===== src/rtl/ssp_rx_fifo_pkg.sv =====
// Shared constants and small helpers for the SSP receive FIFO.
package ssp_rx_fifo_pkg;

    // Default geometry of the receive FIFO.
    localparam int SSP_DATA_W     = 8;
    localparam int SSP_FIFO_DEPTH = 4;
    localparam int SSP_FIFO_AW    = 2;

    // Occupancy update selected each cycle from the commit/pop pair.
    typedef enum logic [1:0] {
        CNT_HOLD = 2'd0,
        CNT_INC  = 2'd1,
        CNT_DEC  = 2'd2
    } cnt_op_e;

    // Commit and pop together leave the occupancy unchanged.
    function automatic cnt_op_e f_cnt_op(input logic commit, input logic pop);
        cnt_op_e op;
        op = CNT_HOLD;
        if (commit && !pop) begin
            op = CNT_INC;
        end else if (pop && !commit) begin
            op = CNT_DEC;
        end
        return op;
    endfunction

endpackage


===== src/rtl/ssp_rx_fifo_edge_det.sv =====
// Rising-edge detector: one-cycle pulse on the first cycle a level is high.
module ssp_edge_det (
    input  logic clk,
    input  logic rst,
    input  logic level,
    output logic rise
);

    logic r_level_q;

    // Remember the previous level so a held level produces only one pulse.
    always_ff @(posedge clk or posedge rst) begin
        if (rst) begin
            r_level_q <= 1'b0;
        end else begin
            r_level_q <= level;
        end
    end

    assign rise = level && !r_level_q;

endmodule


===== src/rtl/ssp_rx_fifo.sv =====
// SSP receive FIFO: captures bytes from the serial receiver on a write strobe
// edge, holds one byte pending while full, and pops the oldest byte onto
// PRDATA once per APB read.
module ssp_rx_fifo
    import ssp_rx_fifo_pkg::*;
#(
    parameter int WIDTH = SSP_DATA_W,
    parameter int DEPTH = SSP_FIFO_DEPTH,
    parameter int AW    = SSP_FIFO_AW
) (
    input  logic             PCLK,
    input  logic             CLEAR,
    input  logic             PSEL,
    input  logic             PWRITE,
    input  logic [WIDTH-1:0] RxData,
    input  logic             write_fifo,
    output logic [WIDTH-1:0] PRDATA,
    output logic             rx_fifo_full,
    output logic             rx_fifo_empty,
    output logic             SSPRXINTR,
    output logic             rx_overrun,
    output logic [AW:0]      rx_count
);

    localparam logic [AW:0] L_DEPTH = DEPTH[AW:0];
    localparam logic [AW:0] L_ZERO  = '0;

    // Storage and control state.
    logic [WIDTH-1:0] r_mem [DEPTH];
    logic [AW-1:0]    r_wptr;
    logic [AW-1:0]    r_rptr;
    logic [AW:0]      r_count;
    logic             r_pend;
    logic [WIDTH-1:0] r_pend_data;
    logic [WIDTH-1:0] r_prdata;
    logic             r_overrun;

    // Decoded per-cycle events.
    logic             w_rd_level;
    logic             w_wr_edge;
    logic             w_rd_edge;
    logic             w_full;
    logic             w_empty;
    logic             w_pop;
    logic             w_commit;
    logic [DEPTH-1:0] w_wsel;
    cnt_op_e          w_cnt_op;

    assign w_rd_level = PSEL && !PWRITE;

    // One write per rising edge of the receiver strobe.
    ssp_edge_det u_wr_edge (
        .clk   (PCLK),
        .rst   (CLEAR),
        .level (write_fifo),
        .rise  (w_wr_edge)
    );

    // One pop per APB read, however long PSEL stays high.
    ssp_edge_det u_rd_edge (
        .clk   (PCLK),
        .rst   (CLEAR),
        .level (w_rd_level),
        .rise  (w_rd_edge)
    );

    // Flags come straight from the registered occupancy.
    assign w_full  = (r_count == L_DEPTH);
    assign w_empty = (r_count == L_ZERO);

    // A read against an empty FIFO is ignored, even if a commit lands the
    // same cycle; a pop frees a slot so a pending byte may enter while full.
    assign w_pop    = w_rd_edge && !w_empty;
    assign w_commit = r_pend && (!w_full || w_pop);
    assign w_cnt_op = f_cnt_op(w_commit, w_pop);

    // Per-entry write enables for the flop array.
    generate
        for (genvar gi = 0; gi < DEPTH; gi++) begin : g_wsel
            assign w_wsel[gi] = w_commit && (r_wptr == AW'(gi));

            // Each entry loads the pending byte when it is the write target.
            always_ff @(posedge PCLK) begin
                if (w_wsel[gi]) begin
                    r_mem[gi] <= r_pend_data;
                end
            end
        end
    endgenerate

    // Pending byte holder between the strobe edge and the commit.
    always_ff @(posedge PCLK or posedge CLEAR) begin
        if (CLEAR) begin
            r_pend      <= 1'b0;
            r_pend_data <= '0;
        end else if (w_wr_edge) begin
            r_pend      <= 1'b1;
            r_pend_data <= RxData;
        end else if (w_commit) begin
            r_pend      <= 1'b0;
        end
    end

    // Sticky overrun: a new byte arrived while the pending one could not
    // move into the array, so the older pending byte is lost.
    always_ff @(posedge PCLK or posedge CLEAR) begin
        if (CLEAR) begin
            r_overrun <= 1'b0;
        end else if (w_wr_edge && r_pend && !w_commit) begin
            r_overrun <= 1'b1;
        end
    end

    // Write pointer advances on every commit and wraps modulo DEPTH.
    always_ff @(posedge PCLK or posedge CLEAR) begin
        if (CLEAR) begin
            r_wptr <= '0;
        end else if (w_commit) begin
            r_wptr <= r_wptr + 1'b1;
        end
    end

    // Read pointer and registered read data advance on every pop.
    always_ff @(posedge PCLK or posedge CLEAR) begin
        if (CLEAR) begin
            r_rptr   <= '0;
            r_prdata <= '0;
        end else if (w_pop) begin
            r_rptr   <= r_rptr + 1'b1;
            r_prdata <= r_mem[r_rptr];
        end
    end

    // Occupancy tracks commits and pops; both together cancel out.
    always_ff @(posedge PCLK or posedge CLEAR) begin
        if (CLEAR) begin
            r_count <= '0;
        end else begin
            case (w_cnt_op)
                CNT_INC: r_count <= r_count + 1'b1;
                CNT_DEC: r_count <= r_count - 1'b1;
                default: r_count <= r_count;
            endcase
        end
    end

    assign PRDATA        = r_prdata;
    assign rx_fifo_full  = w_full;
    assign rx_fifo_empty = w_empty;
    assign SSPRXINTR     = w_full;
    assign rx_overrun    = r_overrun;
    assign rx_count      = r_count;

endmodule

===== config.mk =====
export PLATFORM = sky130hd
export DESIGN_NAME = ssp_rx_fifo
export DESIGN_NICKNAME = d
export VERILOG_FILES = /design/src/rtl/ssp_rx_fifo_pkg.sv /design/src/rtl/ssp_rx_fifo_edge_det.sv /design/src/rtl/ssp_rx_fifo.sv
export SDC_FILE = /design/constraint.sdc
export NUM_CORES = 1
export LEC_CHECK = 0
export ABC_AREA = 1
export CELL_PAD_IN_SITES_DETAIL_PLACEMENT = 1
export CELL_PAD_IN_SITES_GLOBAL_PLACEMENT = 2
export CORE_ASPECT_RATIO = 1.25
export CORE_MARGIN = 1.5
export CORE_UTILIZATION = 39
export CTS_BUF_LIST = sky130_fd_sc_hd__clkbuf_16
export DETAILED_ROUTE_END_ITERATION = 10
export GPL_ROUTABILITY_DRIVEN = 0
export PLACE_DENSITY_LB_ADDON = 0.1
export SYNTH_ARGS = -nofsm -noshare
export SYNTH_HDL_FRONTEND = slang
export SYNTH_HIERARCHICAL = 1
export SYNTH_SLANG_ARGS = --single-unit
export TNS_END_PERCENT = 10

===== constraint.sdc =====
create_clock -name PCLK -period 4.3 [get_ports PCLK]
set_input_delay 0.86 -clock PCLK [delete_from_list [all_inputs] [get_ports PCLK]]
set_output_delay 0.86 -clock PCLK [all_outputs]
set_load 0.05 [all_outputs]

==> results.md, run 1 <==
* Peak supply drop at 0.338 mV
* Sequential power share at 0.352
* Avg WL per Cell at 15.4 um
* Hold Crit Class: reg -> reg
* FFs w/ async S/R, synth at 0.458
* N_diodes at 0
* Final net count at 269
* Worst-path fanout max at 4
* Worst setup SP type: flop
* Outcome: finished clean
* CTS root buffer: clkbuf_16
* Overall die height at 91.2 um
* Core area at 5900 um2
* Flip-flop and latch count after synthesis at 59
* Setup crit end kind: output port
* R2R Setup Slk at 2460 ps
* EDFF count, synth at 32
* NetSw at 0.854 mW
* Slew margin rel. at 0.327
* Initial Util at 0.411
* Setup Crit Path Kind: reg -> out
* Slew Viols, Final at 0
* TritonCTS buffer count at 9
* H-tree lvl count at 3
* Dominant synthesized flop cell: edfxtp_1
* GR Util All Layers at 0.183
* HPWL after detailed placement at 3760 um
* Vias post-DR at 1,574
* Post-Route WL at 5220 um
* Placed Instances at 322
* Internal power at 1.54 mW
* CP arrival at 1930 ps
* Detail Route Antenna Nets at 0
* Wire length of the first global-routing pass at 8710 um
* Critical-path cell list: nor2_2 > nand2_1 > inv_1 > clkdlybuf4s50_1
* Slew @ Worst Pin at 1010 ps
* Leak pwr at 1.30 nW
* Synth area leaders: edfxtp_1 40%, dfrtp_1 28%, nor2_1 7.6%, nand2_1 4.6%, o21ai_0 3.7%
* RSZ-0062 raised after global routing: false
* DR vias/cell at 4.66
* Fill count at 669
* DRC viols at 0
* Syn_area_per_cell at 11.0 um2
* CTS tree: built
* Largest area contributor in the netlist: edfxtp_1
* Fin crit share at 0.649
* Post-CTS setup buffers at 0
* Gate power share at 0.313
* Worst-Skew Late Latency at 330 ps
* Share of post-route cells with drive strength above 1 at 0.0898
* Setup violations, final at 0
* Clk buf depth at 2
* Netlist cell types at 25
* Number of global-route vias before repair at 1,720
* I/O pin count at 28
* Global route overflow at 0
* Clk_skew at 5.88 ps
* Chip width at 73.5 um
* Syn nets at 238
* Sw frac at 0.357
* Post-CTS sizing at 0
* Delay-heaviest family, CP: buffers and inverters
* Final hold viol count at 0
* Sink Count at 59
* Max_cap viols at 0
* Number of port buffers at 27
* Crit path buffers/inverters at 2
* CP max-delay cell: clkdlybuf4s50_1
* Iter 0 DRT Violations at 55
* Die area at 6700 um2
* PD cells at 776 nW/um2
* Area Growth Syn to Fin at 27.0%
* Max frequency at 358 MHz
* Setup_tns at 0 ps
* Final Non-Filler Cells at 338
* Std cell rows at 31
* Synth Instances at 220
* CP Data Required Time at 3440 ps
* Post-CTS Hold Fix Bufs at 0
* Largest net degree at the start of global routing at 26
* Drt first pass iters at 3
* Layout Utilization at 0.522
* Clock power share at 0.335
* Final Critical Period at 2790 ps
* Cell Area, Synth at 2420 um2
* Synth top area share at 0.396
* Worst path max stage delay at 810 ps
* Initial antenna violation count at 0
* Seq/Total Area, Yosys at 0.675
* Synth warn at 6
* Clk slew on worst S/H paths at 50 ps
metal layers:
metal	vias up	track usage	wire, um
met1	754	0.203	2160
met4	0	0.0880	115
met2	30	0.308	2770
met3	8	0.0599	175
li1	782	-	-
met5	-	0	0
per-stage QoR:
stage / setup WS, ps / area [um2] / hold WS, ps / total power, mW
after detailed placement: 1330 / 2750 / 483 / 1.61
after floorplan: 1880 / 2420 / 476 / 1.38
after CTS: 1460 / 3080 / 539 / 2.42
after global placement: 1470 / 2750 / 492 / 1.60
final: 1510 / 3080 / 528 / 2.39
after global routing: 1400 / 3080 / 569 / 2.53
cells in the mapped netlist (2+ instances only):
| master | instances |
|---|---|
| xor2_1 | 3 |
| ha_1 | 4 |
| buf_2 | 2 |
| buf_4 | 3 |
| nand2_1 | 30 |
| nor2_2 | 3 |
| a31oi_1 | 8 |
| nand2_2 | 2 |
| nand4_1 | 2 |
| inv_1 | 23 |
| nand3_1 | 3 |
| nor2_1 | 49 |
| dfrtp_1 | 27 |
| edfxtp_1 | 32 |
| nand2_4 | 2 |
| o21ai_0 | 18 |
placed cells by master, fill, tap and decap left out, types with 2 or more instances in the layout:
cell type and count:
xor2_1 3, edfxtp_1 32, nand2_4 2, nor2_2 3, nand4_1 2, clkbuf_16 9, nand2_1 30, dfrtp_1 27
inv_1 23, nand2_2 2, nor2_1 49, o21ai_0 18, bufinv_16 3, nand3_1 3, ha_1 4, a31oi_1 8
clkinv_1 4, clkdlybuf4s50_1 27
flip-flops by register name, summed over array words and instances (netlist names):
name	cells
rx_overrun	1
r_pend	1
r_rptr	2
u_rd_edge/r_level_q	1
r_wptr	2
rx_count	3
r_mem	32
r_pend_data	8
PRDATA	8
u_wr_edge/r_level_q	1
power groups by stage:
stage,Combinational [mW],Clock (mW),Sequential [mW]
6_report,0.749,0.800,0.842
5_1_grt,0.829,0.838,0.860
4_1_cts,0.764,0.815,0.846
3_5_place_dp,0.759,0,0.854
3_3_place_gp,0.751,0,0.851
2_1_floorplan,0.403,0,0.976
cell families (layout without fill, tap and decap cells):
family / after synthesis / in the layout / synth area share
and+or+nand+nor: 92 / 92 / 0.160
DFF: 59 / 59 / 0.675
buffers and inverters: 33 / 69 / 0.0624
AOI/OAI and AO/OA: 28 / 28 / 0.0630
adders and majority gates: 5 / 5 / 0.0289
xor gates and xnor gates: 3 / 3 / 0.0108
final cells by class:
class	instances	area, um2	share of cell area
sequential	59	1640	0.531
timing repair buffer	27	270	0.0877
multi-input combinational	128	637	0.207
clock inverter	7	106	0.0345
clock buffer	9	225	0.0731
inverter	26	103	0.0333
tap	82	103	0.0333
worst register-to-register path, delay by kind of cell (launching register included):
kind / cells / cell delay, ps
and+or+nand+nor: 6 / 1070
DFF: 1 / 410
path summary, 6_finish.rpt:
check	from	endpoint	cells after the start
setup / recovery	rx_count[0]	rx_fifo_full	4
hold / removal	rx_overrun	rx_overrun	2
setup reg to reg	rx_count[0]	r_mem[0][0]	6
hold reg to reg	rx_overrun	rx_overrun	2
max in group asynchronous	CLEAR	PRDATA[1]	2
min in group asynchronous	CLEAR	u_rd_edge/r_level_q	2
No activity file was read; power rests on OpenSTA's default activity.
==> run 2, diff against run 1 <==
--- a/config.mk
+++ b/config.mk
@@ -10,7 +10,7 @@
 export CELL_PAD_IN_SITES_GLOBAL_PLACEMENT = 2
 export CORE_ASPECT_RATIO = 1.25
 export CORE_MARGIN = 1.5
-export CORE_UTILIZATION = 39
+export CORE_UTILIZATION = 36
 export CTS_BUF_LIST = sky130_fd_sc_hd__clkbuf_16
 export DETAILED_ROUTE_END_ITERATION = 10
 export GPL_ROUTABILITY_DRIVEN = 0
==> constraint.sdc (replaced) <==
create_clock -name PCLK -period 2.8 [get_ports PCLK]
set_input_delay 0.56 -clock PCLK [delete_from_list [all_inputs] [get_ports PCLK]]
set_output_delay 0.56 -clock PCLK [all_outputs]
set_load 0.05 [all_outputs]
==> results.md, run 2 (synthesis gave the netlist of run 1 again) <==
* Worst path max stage delay at 820 ps (about the same)
* Setup_tns at 0 ps (unchanged)
* Most common cell after layout, fill and taps aside: nor2_1
* Clk_skew at 5.51 ps (-0.365 ps)
* PD cells at 1130 nW/um2 (+46%)
* R2R Path Start: rx_count[0]
* Sequential power share at 0.370 (+0.018)
* Outcome: finished clean
* Post-Route WL at 4780 um (-8.4%)
* Die area at 7240 um2 (+8.0%)
* Initial Util at 0.372 (-0.0396)
* Clk buf depth at 2 (unchanged)
* Slew Viols, Final at 0 (unchanged)
* R2R Path End: rx_count[2]
* Post-CTS setup buffers at 0 (unchanged)
* Share of post-route cells with drive strength above 1 at 0.115 (+0.0247)
* Sink Count at 59 (unchanged)
* CTS tree: built
* Setup violations, final at 0 (unchanged)
* Fin crit share at 0.906
* Global route overflow at 0 (unchanged)
* Initial antenna violation count at 0 (unchanged)
* Number of port buffers at 27 (unchanged)
* NetSw at 1.30 mW (+52%)
* Worst-path fanout max at 4 (unchanged)
* DRC viols at 0 (unchanged)
* Largest net degree at the start of global routing at 26 (unchanged)
* Worst hold margin at 434 ps (-94.7 ps)
* Iter 0 DRT Violations at 61 (+11%)
* Max_cap viols at 0 (unchanged)
* Number of global-route vias before repair at 1,631 (-5.2%)
* Area Growth Syn to Fin at 27.2%
* CP Data Required Time at 2240 ps (-1200 ps)
* Overall die height at 94.8 um (+3.9%)
* R2R Setup Slk at 1100 ps (-1360 ps)
* I/O pin count at 28 (unchanged)
* Detail Route Antenna Nets at 0 (unchanged)
* Std cell rows at 33 (+6.5%)
* Gate power share at 0.331 (+0.018)
* Drt first pass iters at 4 (+1)
* Stages on the worst setup path at 4 (unchanged)
* Max reg flops at 32 (unchanged)
* GR Util All Layers at 0.154 (-0.0289)
* Leak pwr at 1.31 nW (+1.0%)
* Slew @ Worst Pin at 584 ps (-424 ps)
* Slew margin rel. at 0.611 (+0.284)
* TritonCTS buffer count at 9 (unchanged)
* Clk slew on worst S/H paths at 50 ps (about the same)
* RSZ-0062 raised after global routing: false
* CP startpoint: rx_count[0]
* Final net count at 275 (+2.2%)
* Vias post-DR at 1,560 (-0.89%)
* CP arrival at 1980 ps (+50 ps)
* H-tree lvl count at 3 (unchanged)
* Crit path buffers/inverters at 2 (unchanged)
* CTS root buffer: clkbuf_16
* Internal power at 2.19 mW (+43%)
* Critical path destination: rx_fifo_full
* Final hold viol count at 0 (unchanged)
* Worst-Skew Late Latency at 320 ps (about the same)
* N_diodes at 0 (unchanged)
* Chip width at 76.4 um (+3.9%)
* Setup crit end kind: output port
* DP Area at 2800 um2 (+1.9%)
* Avg WL per Cell at 13.7 um (-11%)
* Post-CTS sizing at 0 (unchanged)
* Post-CTS Hold Fix Bufs at 0 (unchanged)
* Commonest cells after routing, fill and taps aside: 49 x nor2_1, 32 x edfxtp_1, 30 x nand2_1
* Register with the most flip-flops: r_mem
* HPWL after detailed placement at 3400 um (-9.4%)
* CP max-delay cell: clkdlybuf4s50_1
* Worst setup SP type: flop
* Critical-path cell list: nor2_2 > nand2_1 > inv_1 > clkdlybuf4s50_1
* Hold Crit Class: in -> async
* Max frequency at 394 MHz
* Wire length of the first global-routing pass at 8180 um (-6.2%)
* Sw frac at 0.372 (+0.0142)
* DR vias/cell at 4.47 (-4.0%)
* Delay-heaviest family, CP: buffers and inverters
* Core area at 6520 um2 (+11%)
* R2R depth at 9 (+3)
* Final Critical Period at 2540 ps
* Peak supply drop at 0.651 mV (+92%)
* Setup Crit Path Kind: reg -> out
* Final Cell Area at 3090 um2 (+0.16%)
* Clock power share at 0.299 (-0.036)
-- run 2: changes by cell type in the layout (fill, tap and decap cells not counted), sizes merged --
| cell | delta |
|---|---|
| inv | +1 |
| bufinv | -2 |
| clkinvlp | +1 |
| buf | +6 |
-- run 2: area by class of cell --
cell class                 count  area, um2
fill                         762       3440
sequential                    59       1640
multi-input combinational    128        637
timing repair buffer          33        315
clock buffer                   9        225
tap                           87        109
inverter                      26        103
clock inverter                 7       60.1
-- run 2: power groups by stage --
stage | Clock [mW] | Combinational, mW | Sequential, mW
finish | 1.04 | 1.15 | 1.29
global route | 1.11 | 1.28 | 1.32
floorplan | 0 | 0.619 | 1.50
detailed placement | 0 | 1.17 | 1.31
global placement | 0 | 1.15 | 1.30
CTS | 1.06 | 1.18 | 1.30
-- run 2: per-stage QoR --
stage | total power [mW] | instances | util | worst slack (ps)
after CTS | 3.54 | 349 | 0.473 | 241
after floorplan | 2.12 | 220 | - | 657
final | 3.49 | 349 | 0.473 | 263
after global placement | 2.45 | 333 | 0.429 | 432
after global routing | 3.72 | 349 | 0.473 | 165
after detailed placement | 2.48 | 333 | 0.429 | 291
-- run 2: worst min path at each step --
stage	start	endpoint	slack, ps	cells past startpoint
after CTS	CLEAR	u_rd_edge/r_level_q	430	2
after global routing	CLEAR	u_wr_edge/r_level_q	440	2
after detailed placement	rx_overrun	rx_overrun	460	2
after global placement	rx_overrun	rx_overrun	460	2
final	CLEAR	u_wr_edge/r_level_q	430	2
after floorplan	CLEAR	u_rd_edge/r_level_q	290	1
-- run 2: layer usage --
layer	track usage	part of all wire	vias to the layer above
met5	0	0	-
met4	0.0880	0.024	0
met3	0.0464	0.032	8
met2	0.262	0.50	32
met1	0.173	0.44	730
li1	-	-	790
==> run 3, diff against run 2 <==
--- a/config.mk
+++ b/config.mk
@@ -8,7 +8,6 @@
 export ABC_AREA = 1
 export CELL_PAD_IN_SITES_DETAIL_PLACEMENT = 1
 export CELL_PAD_IN_SITES_GLOBAL_PLACEMENT = 2
-export CORE_ASPECT_RATIO = 1.25
 export CORE_MARGIN = 1.5
 export CORE_UTILIZATION = 36
 export CTS_BUF_LIST = sky130_fd_sc_hd__clkbuf_16
==> results.md, run 3 (synthesis gave the netlist of run 1 again) <==
* Outcome: complete, but fails checks
* Failing checks: design-rule violations
* TritonCTS buffer count at 9 (unchanged)
* PD cells at 1120 nW/um2 (-0.46%)
* Post-Route WL at 4430 um (-7.4%)
* DP Area at 2790 um2 (-0.45%)
* R2R Setup Slk at 1180 ps (+80 ps)
* Worst-path fanout max at 4 (unchanged)
* Worst setup SP type: flop
* Drt first pass iters at 7 (+3)
* Crit path buffers/inverters at 2 (unchanged)
* Share of post-route cells with drive strength above 1 at 0.111 (-0.00382)
* Final hold viol count at 0 (unchanged)
* Vias post-DR at 1,545 (-0.96%)
* Clk slew on worst S/H paths at 50 ps (about the same)
* DRC viols at 1 (+1)
* Detail Route Antenna Nets at 0 (unchanged)
* DR vias/cell at 4.56 (+2.0%)
* Avg WL per Cell at 13.1 um (-4.7%)
* CP max-delay cell: clkdlybuf4s50_1
* R2R Path End: rx_count[2]
* R2R Path Start: u_rd_edge/r_level_q
* GR Util All Layers at 0.143 (-0.0105)
* Commonest cells after routing, fill and taps aside: 49 x nor2_1, 32 x edfxtp_1, 30 x nand2_1
* Iter 0 DRT Violations at 41 (-33%)
* Leak pwr at 1.30 nW (-0.47%)
* Most common cell after layout, fill and taps aside: nor2_1
* Number of global-route vias before repair at 1,621 (-0.61%)
* Peak supply drop at 0.580 mV (-11%)
* Internal power at 2.19 mW (about the same)
* Core area at 6420 um2 (-1.6%)
* Largest net degree at the start of global routing at 26 (unchanged)
* Chip width at 85.1 um (+11%)
* Worst-Skew Late Latency at 320 ps (about the same)
* Setup Crit Path Kind: reg -> out
* Delay-heaviest family, CP: buffers and inverters
* Post-CTS sizing at 0 (unchanged)
* I/O pin count at 28 (unchanged)
* NetSw at 1.26 mW (-2.4%)
* Clock power share at 0.298 (about the same)
* Final Critical Period at 2500 ps (-33.7 ps)
* Post-CTS setup buffers at 0 (unchanged)
* Clk_skew at 3.98 ps (-1.53 ps)
* Post-CTS Hold Fix Bufs at 0 (unchanged)
* Setup crit end kind: output port
* Fin crit share at 0.894 (-0.0120)
* Std cell rows at 29 (-12%)
* Critical-path cell list: nor2_2 > nand2_1 > inv_1 > clkdlybuf4s50_1
* R2R depth at 8 (-1)
* Overall die height at 85.1 um (-10%)
* Worst path max stage delay at 820 ps (about the same)
* Register with the most flip-flops: r_mem
* Sw frac at 0.366 (-0.00563)
* CTS tree: built
* HPWL after detailed placement at 3190 um (-6.1%)
* Clk buf depth at 2 (unchanged)
* Max frequency at 400 MHz (+1.3%)
* Max reg flops at 32 (unchanged)
* H-tree lvl count at 3 (unchanged)
* Setup violations, final at 0 (unchanged)
* Initial antenna violation count at 0 (unchanged)
* N_diodes at 0 (unchanged)
* Die area at 7240 um2 (about the same)
* RSZ-0062 raised after global routing: false
* Final net count at 275 (unchanged)
* Initial Util at 0.378 (+0.00587)
* Hold Crit Class: in -> async
* Slew margin rel. at 0.613 (+0.00279)
* Gate power share at 0.331 (about the same)
* CTS root buffer: clkbuf_16
* Sink Count at 59 (unchanged)
* Slew Viols, Final at 0 (unchanged)
* Area Growth Syn to Fin at 26.7%
* Global route overflow at 0 (unchanged)
* Final Cell Area at 3070 um2 (-0.45%)
* Max_cap viols at 0 (unchanged)
* CP Data Required Time at 2240 ps (about the same)
* Sequential power share at 0.371 (about the same)
* Slew @ Worst Pin at 580 ps (-4.18 ps)
* Number of port buffers at 27 (unchanged)
* CP arrival at 1940 ps (-40 ps)
* Wire length of the first global-routing pass at 7690 um (-5.9%)
* Setup_tns at 0 ps (unchanged)
==> run 3: how the worst max path moves through the flow <==
stage / from / to / depth (start not counted)
2_1_floorplan: rx_count[0] / r_mem[0][0] / 6
3_3_place_gp: PSEL / rx_count[2] / 12
6_report: rx_count[0] / rx_fifo_full / 4
4_1_cts: rx_count[0] / rx_fifo_full / 4
3_5_place_dp: PSEL / rx_count[2] / 12
5_1_grt: rx_count[0] / rx_fifo_full / 4
==> run 3: area by class of cell <==
| cell class | instances | area [um2] |
|---|---|---|
| inverter | 26 | 103 |
| timing repair buffer | 33 | 315 |
| clock inverter | 7 | 58.8 |
| multi-input combinational | 128 | 637 |
| sequential | 59 | 1640 |
| fill | 715 | 3350 |
| clock buffer | 9 | 225 |
| tap | 77 | 96.3 |
==> run 3: stage by stage <==
step	instances	utilization	hold WS [ps]	power (mW)	setup WS, ps
floorplan	220	-	289	2.12	657
detailed placement	323	0.434	455	2.46	315
CTS	339	0.478	421	3.51	270
global route	339	0.478	442	3.68	234
finish	339	0.478	429	3.45	297
global placement	323	0.434	467	2.44	398
==> run 3: layer usage <==
metal,track usage,wire length [um]
met1,0.173,2070
met2,0.229,2170
met3,0.0379,137
met4,0.0894,45
met5,0,0
==> run 3: power by group through the flow <==
stage               Clock, mW  Combinational, mW  Sequential [mW]
floorplan                   0              0.619             1.50
global placement            0               1.14             1.30
detailed placement          0               1.16             1.30
CTS                      1.06               1.16             1.29
global route             1.09               1.27             1.32
finish                   1.03               1.14             1.28
